File: src/rtl/rv32i_pkg.sv
// Shared RV32I core parameters.
package rv32i_pkg;
    localparam int PC_WIDTH = 32;
endpackage

File: src/rtl/ifetch.sv
// Instruction fetch: one outstanding req/gnt/rvalid read, 2-entry buffer to decode; fetch-to-instr_valid 3 cycles minimum.
// Backpressure: no new request unless buffered + in-flight < 2; redirect flushes the buffer and drops the in-flight response.
module ifetch #(
    parameter int PC_WIDTH   = rv32i_pkg::PC_WIDTH,
    parameter int FIFO_DEPTH = 2
) (
    input  logic                clk,
    input  logic                rst,
    input  logic [PC_WIDTH-1:0] pc,
    input  logic                fetch_en,
    input  logic                redirect,
    output logic                pc_advance,
    output logic                imem_req,
    output logic [PC_WIDTH-1:0] imem_addr,
    input  logic                imem_gnt,
    input  logic                imem_rvalid,
    input  logic [31:0]         imem_rdata,
    output logic                instr_valid,
    output logic [31:0]         instr,
    output logic [PC_WIDTH-1:0] instr_pc,
    output logic                instr_err,
    input  logic                instr_ready
);
    localparam logic [31:0] NOP   = 32'h0000_0013;
    localparam logic [1:0]  DEPTH = FIFO_DEPTH[1:0];

    typedef enum logic [1:0] {IDLE, WAIT_GNT, WAIT_RSP} state_t;

    typedef struct packed {
        logic [31:0]         instr;
        logic [PC_WIDTH-1:0] pc;
        logic                err;
    } entry_t;

    state_t     state, state_n;
    logic       discard, discard_n;
    logic [1:0] count;
    logic       rd_ptr, wr_ptr;
    entry_t     mem [2];
    entry_t     push_dat;
    logic       space, fetch_ok, issue, misalign, rsp, push, do_push, pop;

    always_comb begin
        space    = (count + {1'b0, state != IDLE}) < DEPTH;
        fetch_ok = (state == IDLE) && fetch_en && space && !redirect;
        issue    = fetch_ok && (pc[1:0] == 2'b00);
        misalign = fetch_ok && (pc[1:0] != 2'b00);
        rsp      = (state == WAIT_RSP) && imem_rvalid;
        // A response coinciding with redirect belongs to the old stream.
        push     = !redirect && (misalign || (rsp && !discard));
        pop      = instr_valid && instr_ready;
        do_push  = push && ((count != DEPTH) || pop);
        push_dat = misalign ? entry_t'{NOP, pc, 1'b1}
                            : entry_t'{imem_rdata, imem_addr, 1'b0};
        pc_advance = rst && (misalign ||
                     ((state == WAIT_GNT) && imem_gnt && !redirect));
    end

    always_comb begin
        state_n   = state;
        discard_n = discard;
        unique case (state)
            IDLE: begin
                if (issue) state_n = WAIT_GNT;
            end
            WAIT_GNT: begin
                if (imem_gnt) state_n = WAIT_RSP;
                if (redirect) discard_n = 1'b1;
            end
            WAIT_RSP: begin
                if (imem_rvalid) begin
                    state_n   = IDLE;
                    discard_n = 1'b0;
                end else if (redirect) begin
                    discard_n = 1'b1;
                end
            end
            default: state_n = IDLE;
        endcase
    end

    always_ff @(posedge clk or negedge rst) begin
        if (!rst) begin
            state     <= IDLE;
            discard   <= 1'b0;
            imem_req  <= 1'b0;
            imem_addr <= '0;
        end else begin
            state   <= state_n;
            discard <= discard_n;
            // imem_addr is held past gnt so it tags the returning data.
            if (issue) begin
                imem_req  <= 1'b1;
                imem_addr <= pc;
            end else if ((state == WAIT_GNT) && imem_gnt) begin
                imem_req <= 1'b0;
            end
        end
    end

    always_ff @(posedge clk or negedge rst) begin
        if (!rst) begin
            count  <= '0;
            rd_ptr <= 1'b0;
            wr_ptr <= 1'b0;
            for (int i = 0; i < 2; i++) mem[i] <= '0;
        end else if (redirect) begin
            count  <= '0;
            rd_ptr <= 1'b0;
            wr_ptr <= 1'b0;
        end else begin
            if (do_push) begin
                mem[wr_ptr] <= push_dat;
                wr_ptr      <= ~wr_ptr;
            end
            if (pop) rd_ptr <= ~rd_ptr;
            count <= count + {1'b0, do_push} - {1'b0, pop};
        end
    end

    assign instr_valid = (count != 2'd0);
    assign instr       = mem[rd_ptr].instr;
    assign instr_pc    = mem[rd_ptr].pc;
    assign instr_err   = mem[rd_ptr].err;

    a_rvalid_protocol: assert property (@(posedge clk) disable iff (!rst)
        imem_rvalid |-> (state == WAIT_RSP));
endmodule
File: config.mk
export PLATFORM = sky130hd
export DESIGN_NAME = ifetch
export DESIGN_NICKNAME = d
export VERILOG_FILES = /design/src/rtl/rv32i_pkg.sv /design/src/rtl/ifetch.sv
export SDC_FILE = /design/constraint.sdc
export NUM_CORES = 1
export LEC_CHECK = 0
export CORE_UTILIZATION = 40
export DETAILED_ROUTE_END_ITERATION = 10
export PLACE_DENSITY = 0.76
export SLEW_MARGIN = 20
export SYNTH_ARGS = -nofsm -noshare
export SYNTH_HDL_FRONTEND = slang
export SYNTH_SLANG_ARGS = --single-unit
File: constraint.sdc
create_clock -name clk -period 2.4 [get_ports clk]
set_input_delay 0.24 -clock clk [delete_from_list [all_inputs] [get_ports clk]]
set_output_delay 0.24 -clock clk [all_outputs]
set_load 0.01 [all_outputs]
==> results.yml, run 1 <==
clock_network:
  ctsHtreeMaxLevel: 4
  path_clk_slew_ps: 70
  cts_buffer_depth: 2
  cts_buffers: 17
  cts.sinks: 170
  clk_latency_ps: 410
  clockRootBuffer: "clkbuf_16"
  cts_tree: "done"
logic_synthesis:
  syn_nets: 622
  synthTopCellsByArea: "dfrtp_1 54%, mux2_2 22%, mux2_1 14%, nor2b_1 2.4%, buf_4 1.1%"
  synthCells: 546
  synth_area_leader_cell: "dfrtp_1"
  ys_warn_count: 0
  synth_seq_cells: 170
  seq_area_frac_synth: 0.537
  syn_avg_cell_area_um2: 14.5
  synth-edff-count: 0
  ys_top_cells_by_count: "170 x dfrtp_1, 158 x mux2_2, 99 x mux2_1"
  yosys.area.top_type_share: 0.537
  synth_most_common_cell: "dfrtp_1"
  synthArstFlopShare: 1.00
  syn_area_mm2: 0.00792
  ys_types: 34
  synth_flop_cell: "dfrtp_1"
cells_and_area:
  num-fill-cells: 1582
  drive_gt1_frac: 0.300
  design_area_mm2: 0.0106
  register_area_mm2: 0.00426
  multi_input_area_mm2: 0.00345
  area_delta_synth_final_pct: 34.2
  nets: 799
floorplan:
  die_area_mm2: 0.0204
  ios: 171
  start_util: 0.407
  core_area_mm2: 0.0195
  dieHeight_um: 143
  die_w_um: 143
  std_cell_rows: 51
power:
  power_density_mw_per_mm2: 1210
  p_switching_uw: 3900
  p_comb_frac: 0.424
  power_frac_clock: 0.207
  intPower_uw: 8940
  power_frac_seq: 0.369
  netSwitchingFraction: 0.304
  irDropWorstVdd_mv: 0.628
  leakagePower_uw: 0.00464
global_route:
  grt-ovfl-total: 0
  grt_usage: 0.183
  antenna_found_initial: 4
  grt_pass1_wl_mm: 28.4
  grt_pass1_vias: 5496
  grt_max_degree: 171
route:
  wl_per_cell_um: 17.7
  firstDrtPassIters: 7
  drt_iter0_drc: 136
  vias_per_cell: 4.93
  drc: 2
  finalWirelength_mm: 17.8
  vias: 4957
  ant_nets: 0
sta:
  rsz0062_at_grt: "no"
  fin_crit_ps: 2300
  setup_viol: 0
  relSlewSlack: 0.396
  fmaxAchievable_mhz: 435
  finClkSkew_ps: 13.1
  hold_violations: 0
  slew_viol_final: 0
  period_share: 0.959
  tightest_slew_ps: 905
  tns_ps: 0
min_path:
  hold_class: "in -> async"
run_status:
  status: "finished, violations left"
  violations: "design-rule violations"
setup_path:
  critical_path.max_fanout: 38
  worstPathArrival_ps: 2590
  required_ps: 2690
  crit_path_end_kind: "flop"
  critPathLaunchType: "flop"
  critPathKind: "reg -> reg"
place:
  io_buffers: 170
  globalplace.congestion: 0.733
  placedInstanceArea_mm2: 0.0100
  dp_hpwl_mm: 11.9
run:
  drv_cap: 0
[critical path: stages, from the launching register on]
cell and delay, ps:
dfrtp_1 400, inv_1 110, ha_1 210, and4bb_1 300, and2_4 230, buf_12 230
mux2_2 370, mux2_1 300
[metal layers]
layer	vias up	share of wire	GRT usage
met2	103	0.52	0.323
met4	0	0.013	0.0623
met3	10	0.043	0.0476
met5	-	0	0
li1	2298	-	-
met1	2546	0.42	0.215
[layout make-up]
class                   instances  share of cell area
diodes                          4            0.000943
clock buffers                  18              0.0414
clock inverters                14              0.0127
inverters                       6             0.00212
multi-input cells             337               0.325
flip-flops and latches        170               0.401
well taps                     265              0.0312
repair buffers                191               0.186
[cell families after synthesis]
group                    synth area share
adder cells (fa/ha/maj)           0.00790
buffers and inverters              0.0277
flip-flops                          0.537
XOR/XNOR                          0.00111
AND/OR/NAND/NOR                    0.0463
AO/OA/AOI/OAI                      0.0128
multiplexers                        0.367
[metrics by stage]
step	total power [uW]	cells	setup WS, ps	hold WS [ps]	util
6_report	12800	1005	98.8	20.5	0.546
5_1_grt	13600	1003	13.9	104	0.545
4_1_cts	13000	999	19.3	68.7	0.544
3_5_place_dp	10300	966	62.2	473	0.514
3_3_place_gp	10000	966	98.4	462	0.514
2_1_floorplan	7480	546	327	-55.6	-
[power groups by stage]
stage / logic [uW] / registers, uW / clock network [uW]
after detailed placement: 5450 / 4820 / 0
after global placement: 5300 / 4700 / 0
after global routing: 5850 / 4920 / 2860
after CTS: 5520 / 4750 / 2740
after floorplan: 2780 / 4690 / 0
final: 5440 / 4740 / 2660
[sequential cells by signal, indices dropped and copies added, names as in the netlist]
name and count:
mem 130, imem_addr 32, count 2, state 2, discard 1, imem_req 1, rd_ptr 1, wr_ptr 1
[placed cells by master, fill, tap and decap left out, types with 2 or more instances in the layout]
cell type / count
or2_2: 2
and2_1: 2
inv_6: 6
inv_1: 6
nor2b_1: 31
a22o_1: 2
a21oi_1: 2
o21ai_0: 2
ha_1: 5
clkdlybuf4s50_1: 168
buf_6: 2
nand2_1: 7
clkinv_4: 2
clkbuf_16: 18
clkinvlp_4: 4
diode_2: 4
or2_0: 3
mux2_2: 158
mux2_1: 99
dfrtp_1: 169
buf_4: 11
nor2_1: 7
buf_12: 7
[final timing paths]
kind                       slack, ps  startpoint            end  cells after the start
min reg2reg                      480     mem[41]        mem[41]                      1
min in group clk                 450       pc[2]   imem_addr[2]                      2
min                               20         rst       count[0]                      2
max reg2reg                      100    state[1]        mem[20]                      7
max                              100    state[1]        mem[20]                      7
max in group asynchronous       1720         rst  imem_addr[26]                      2
[what timing repair did]
action                     in CTS  in global routing
buffers inserted                1                  1
cloned                          0                  1
hold buffers                    0                  0
setup endpoints to repair      36                 17
gates resized for setup         2                  3
No activity file was read; power rests on OpenSTA's default activity.
==> inputs of run 2 (changes only) <==
- CORE_UTILIZATION: 40 -> 51
- PLACE_DENSITY: 0.76 -> 0.91
- SLEW_MARGIN: 20 -> not set
==> results.yml, run 2 (synthesized netlist as in run 1, its figures left out) <==
global_route:
  grt.busiest_layer: "met2"
  antenna_found_initial: 0
  grt_max_degree: 83
  grt_use_met1: 0.278
  grt_pass1_vias: 5661
  grt-ovfl-total: 0
  grt_pass1_wl_mm: 28.7
  grtUsageMet3: 0.0671
  grt_usage: 0.233
  grtUsageMet2: 0.402
route:
  drc: 0
  finalWirelength_mm: 17.5
  wl_per_cell_um: 18.8
  drt_iter0_drc: 237
  vias: 5060
  firstDrtPassIters: 7
  vias_per_cell: 5.42
  ant_nets: 0
place:
  dp_hpwl_mm: 12.1
  io_buffers: 170
  globalplace.congestion: 0.783
  place_inst: 895
floorplan:
  die_area_mm2: 0.0160
  start_util: 0.521
  dieHeight_um: 127
  std_cell_rows: 45
  die_w_um: 127
  ios: 171
  core_area_mm2: 0.0152
sta:
  slew_viol_final: 0
  rsz0062_at_grt: "no"
  fin_crit_ps: 2280
  setup_viol: 0
  hold_violations: 0
  tns_ps: 0
  fmaxAchievable_mhz: 438
  period_share: 0.951
  tightest_slew_ps: 1030
  relSlewSlack: 0.316
  finClkSkew_ps: 8.94
setup_path:
  required_ps: 2710
  crit_path_end_kind: "flop"
  critical_path.max_fanout: 9
  path_delay_family: "multiplexers"
  path_buf_inv: 3
  worstPathArrival_ps: 2590
  cpMaxStageDelayCell: "dfrtp_1"
  crit_path_max_incr_delay_ps: 400
  critPathKind: "reg -> reg"
  worstPathCellList: "inv_1 > ha_1 > and4bb_2 > and2_4 > buf_6 > buf_4 > mux2_2 > mux2_1"
  critPathLaunchType: "flop"
cells_and_area:
  final_cell_mix: "169 x dfrtp_1, 168 x clkdlybuf4s50_1, 158 x mux2_2"
  area_delta_synth_final_pct: 33.6
  nets: 808
  postLayoutCoreUtil: 0.696
  drive_gt1_frac: 0.305
  fin_cells: 933
  layout_commonest_cell: "dfrtp_1"
  num_antenna_cells: 0
  largest_reg_flops: 130
  reg_top3: "mem x130, imem_addr x32"
  regMostFlops: "mem"
run:
  drv_cap: 0
power:
  power_uw: 12900
  leakagePower_uw: 0.00468
  power_density_mw_per_mm2: 1220
  irDropWorstVdd_mv: 0.718
clock_network:
  cts_buffers: 17
  cts.sinks: 170
  cts_tree: "done"
  clk_latency_ps: 430
  ctsHtreeMaxLevel: 4
  cts_buffer_depth: 2
  path_clk_slew_ps: 70
  clockRootBuffer: "clkbuf_16"
min_path:
  hold_class: "in -> reg"
run_status:
  status: "complete, no violations"
## run 2: cell types whose count changed in the layout (fill, tap and decap cells not counted), moves of 2 or more
cell | before | now
clkinv_2 | 1 | 5
buf_6 | 2 | 5
clkbuf_1 | 0 | 2
diode_2 | 4 | 0
buf_4 | 11 | 18
inv_6 | 6 | 0
## run 2: stage by stage
step                instance area [um2]  worst slack (ps)  hold WS, ps
floorplan                          7920               327        -55.6
global route                      10600              17.6          440
detailed placement                 9920              89.4          369
finish                            10600               116          434
global placement                   9920               129          360
CTS                               10500              96.7          423
## run 2: layer usage
layer	wire length, um	vias up	part of all wire
met3	847	25	0.048
met5	0	-	0
met4	323	0	0.018
met2	8920	130	0.51
met1	7440	2601	0.42
li1	-	2304	-
## run 2: area by class of cell
| type | instances | area, um2 |
|---|---|---|
| Clock buffer | 20 | 447 |
| Fill cell | 1018 | 4630 |
| Timing Repair Buffer | 200 | 2040 |
| Inverter | 6 | 22.5 |
| Tap cell | 188 | 235 |
| Clock inverter | 12 | 125 |
| Multi-Input combinational cell | 337 | 3450 |
| Sequential cell | 170 | 4260 |
## run 2: what timing repair did
item | CTS | global route
pin swaps | 2 | 1
setup buffers | 4 | 0
hold buffers | 1 | 0
hold endpoints to repair | 37 | 0
gates cloned | 0 | 1
endpoints found under the setup margin | 6 | 52
gates resized for setup | 2 | 4
## run 2: final timing paths
check                         start            end  slack, ps  cells after the start
min                          pc[22]  imem_addr[22]        430                      2
min reg2reg                mem[123]       mem[123]        480                      1
max in group asynchronous       rst        mem[15]        870                      4
min in group asynchronous       rst        mem[55]        480                      3
max reg2reg                state[1]        mem[23]        120                      8
max                        state[1]        mem[23]        120                      8
## run 2: where the power goes
| group | leakage [uW] | internal, uW | total (uW) | switching, uW |
|---|---|---|---|---|
| sequential | 0.00216 | 4080 | 4750 | 672 |
| clock | 0.000276 | 1550 | 2640 | 1090 |
| combinational | 0.00225 | 3400 | 5500 | 2090 |
| total | 0.00468 | 9030 | 12900 | 3860 |
==> inputs of run 3 (changes only) <==
- TNS_END_PERCENT: not set -> 10
==> results.yml, run 3 (synthesized netlist as in run 1, its figures left out) <==
floorplan:
  die_w_um: 127
  dieHeight_um: 127
  die_area_mm2: 0.0160
  std_cell_rows: 45
  ios: 171
  start_util: 0.521
  core_area_mm2: 0.0152
setup_path:
  required_ps: 2700
  critical_path.max_fanout: 22
  crit_path_max_incr_delay_ps: 400
  cpMaxStageDelayCell: "dfrtp_1"
  crit_path_end_kind: "flop"
  worstPathCellList: "inv_1 > ha_1 > and4bb_2 > and2_4 > buf_6 > buf_12 > mux2_2 > mux2_1"
  critPathKind: "reg -> reg"
  worstPathArrival_ps: 2580
  critPathLaunchType: "flop"
place:
  io_buffers: 170
  place_inst: 895
  placedInstanceArea_mm2: 0.00992
  dp_hpwl_mm: 12.1
  globalplace.congestion: 0.783
  pre_cts_ws_ps: 89.4
clock_network:
  ctsHtreeMaxLevel: 4
  cts.sinks: 170
  clockRootBuffer: "clkbuf_16"
  cts_buffer_depth: 2
  cts_tree: "done"
  path_clk_slew_ps: 70
  clk_latency_ps: 430
  cts_buffers: 17
power:
  irDropWorstVdd_mv: 0.722
  power_frac_clock: 0.206
  leakagePower_uw: 0.00468
  power_frac_seq: 0.369
  p_switching_uw: 3850
  netSwitchingFraction: 0.299
  intPower_uw: 9030
  p_comb_frac: 0.425
  power_density_mw_per_mm2: 1220
global_route:
  grt_pass1_vias: 5658
  grt_pass1_wl_mm: 28.6
  antenna_found_initial: 0
  grt_max_degree: 83
  grt_usage: 0.233
  grt-ovfl-total: 0
route:
  ant_nets: 0
  wl_per_cell_um: 18.5
  drt_iter0_drc: 242
  finalWirelength_mm: 17.3
  vias_per_cell: 5.40
  vias: 5036
  drc: 0
  firstDrtPassIters: 6
sta:
  finClkSkew_ps: 9.10
  tns_ps: 0
  fin_crit_ps: 2280
  period_share: 0.948
  setup_ws_ps: 124
  fmaxAchievable_mhz: 439
  rsz0062_at_grt: "no"
  hold_violations: 0
  relSlewSlack: 0.334
  slew_viol_final: 0
  setup_viol: 0
  tightest_slew_ps: 999
min_path:
  hold_class: "in -> reg"
cells_and_area:
  layout_commonest_cell: "dfrtp_1"
  num_antenna_cells: 0
  fin_cells: 933
  nets: 808
  reg_top3: "mem x130, imem_addr x32"
  design_area_mm2: 0.0106
  area_delta_synth_final_pct: 33.3
  drive_gt1_frac: 0.305
  postLayoutCoreUtil: 0.694
  final_cell_mix: "169 x dfrtp_1, 168 x clkdlybuf4s50_1, 158 x mux2_2"
  largest_reg_flops: 130
  regMostFlops: "mem"
  num-fill-cells: 1017
run:
  drv_cap: 0
run_status:
  status: "complete, no violations"
run 3: cell types whose count changed in the layout (fill, tap and decap cells not counted), sizes merged:
cell    delta
buf        +1
clkbuf     -1
run 3: cell type report:
cell class	instances	area [um2]	share of cell area
flip-flops and latches	170	4260	0.403
multi-input cells	337	3450	0.327
repair buffers	200	2020	0.191
clock buffers	20	447	0.0423
well taps	188	235	0.0223
clock inverters	12	125	0.0119
inverters	6	22.5	0.00213
run 3: routing by layer:
metal / wire length [um] / GRT usage
met1: 7330 / 0.278
met5: 0 / 0
met3: 822 / 0.0671
met2: 8820 / 0.401
met4: 324 / 0.0822
run 3: final timing paths:
path,start,endpoint,slack (ps),depth (start not counted)
worst min register to register,mem[123],mem[123],480,1
worst max register to register,state[1],mem[68],120,8
min in group asynchronous,rst,mem[124],480,3
max in group asynchronous,rst,mem[80],880,4
worst min-delay path,pc[22],imem_addr[22],430,2
worst max-delay path,state[1],mem[68],120,8
run 3: critical path: cells and delay by family (launching register included):
kind | cells | cell delay, ps
buffers and inverters | 3 | 450
adder cells (fa/ha/maj) | 1 | 200
flip-flops | 1 | 400
AND/OR/NAND/NOR | 2 | 430
multiplexers | 2 | 670
run 3: repair_timing:
item,4_1_cts,5_1_grt
hold endpoints to repair,37,0
resized for setup,3,3
pin swaps,2,1
buffers inserted,3,2
hold buffers,1,0
endpoints found under the setup margin,6,98
run 3: metrics by stage:
| step | hold WS, ps | total power, uW |
|---|---|---|
| floorplan | -55.6 | 7480 |
| global placement | 360 | 9940 |
| detailed placement | 369 | 10200 |
| CTS | 423 | 13000 |
| global route | 440 | 13600 |
| finish | 432 | 12900 |
run 3: power by group through the flow:
| stage | Sequential (uW) | Clock [uW] | Combinational (uW) |
|---|---|---|---|
| after global routing | 4920 | 2840 | 5850 |
| after floorplan | 4690 | 0 | 2780 |
| after detailed placement | 4810 | 0 | 5430 |
| final | 4750 | 2650 | 5480 |
| after CTS | 4770 | 2690 | 5500 |
| after global placement | 4670 | 0 | 5270 |
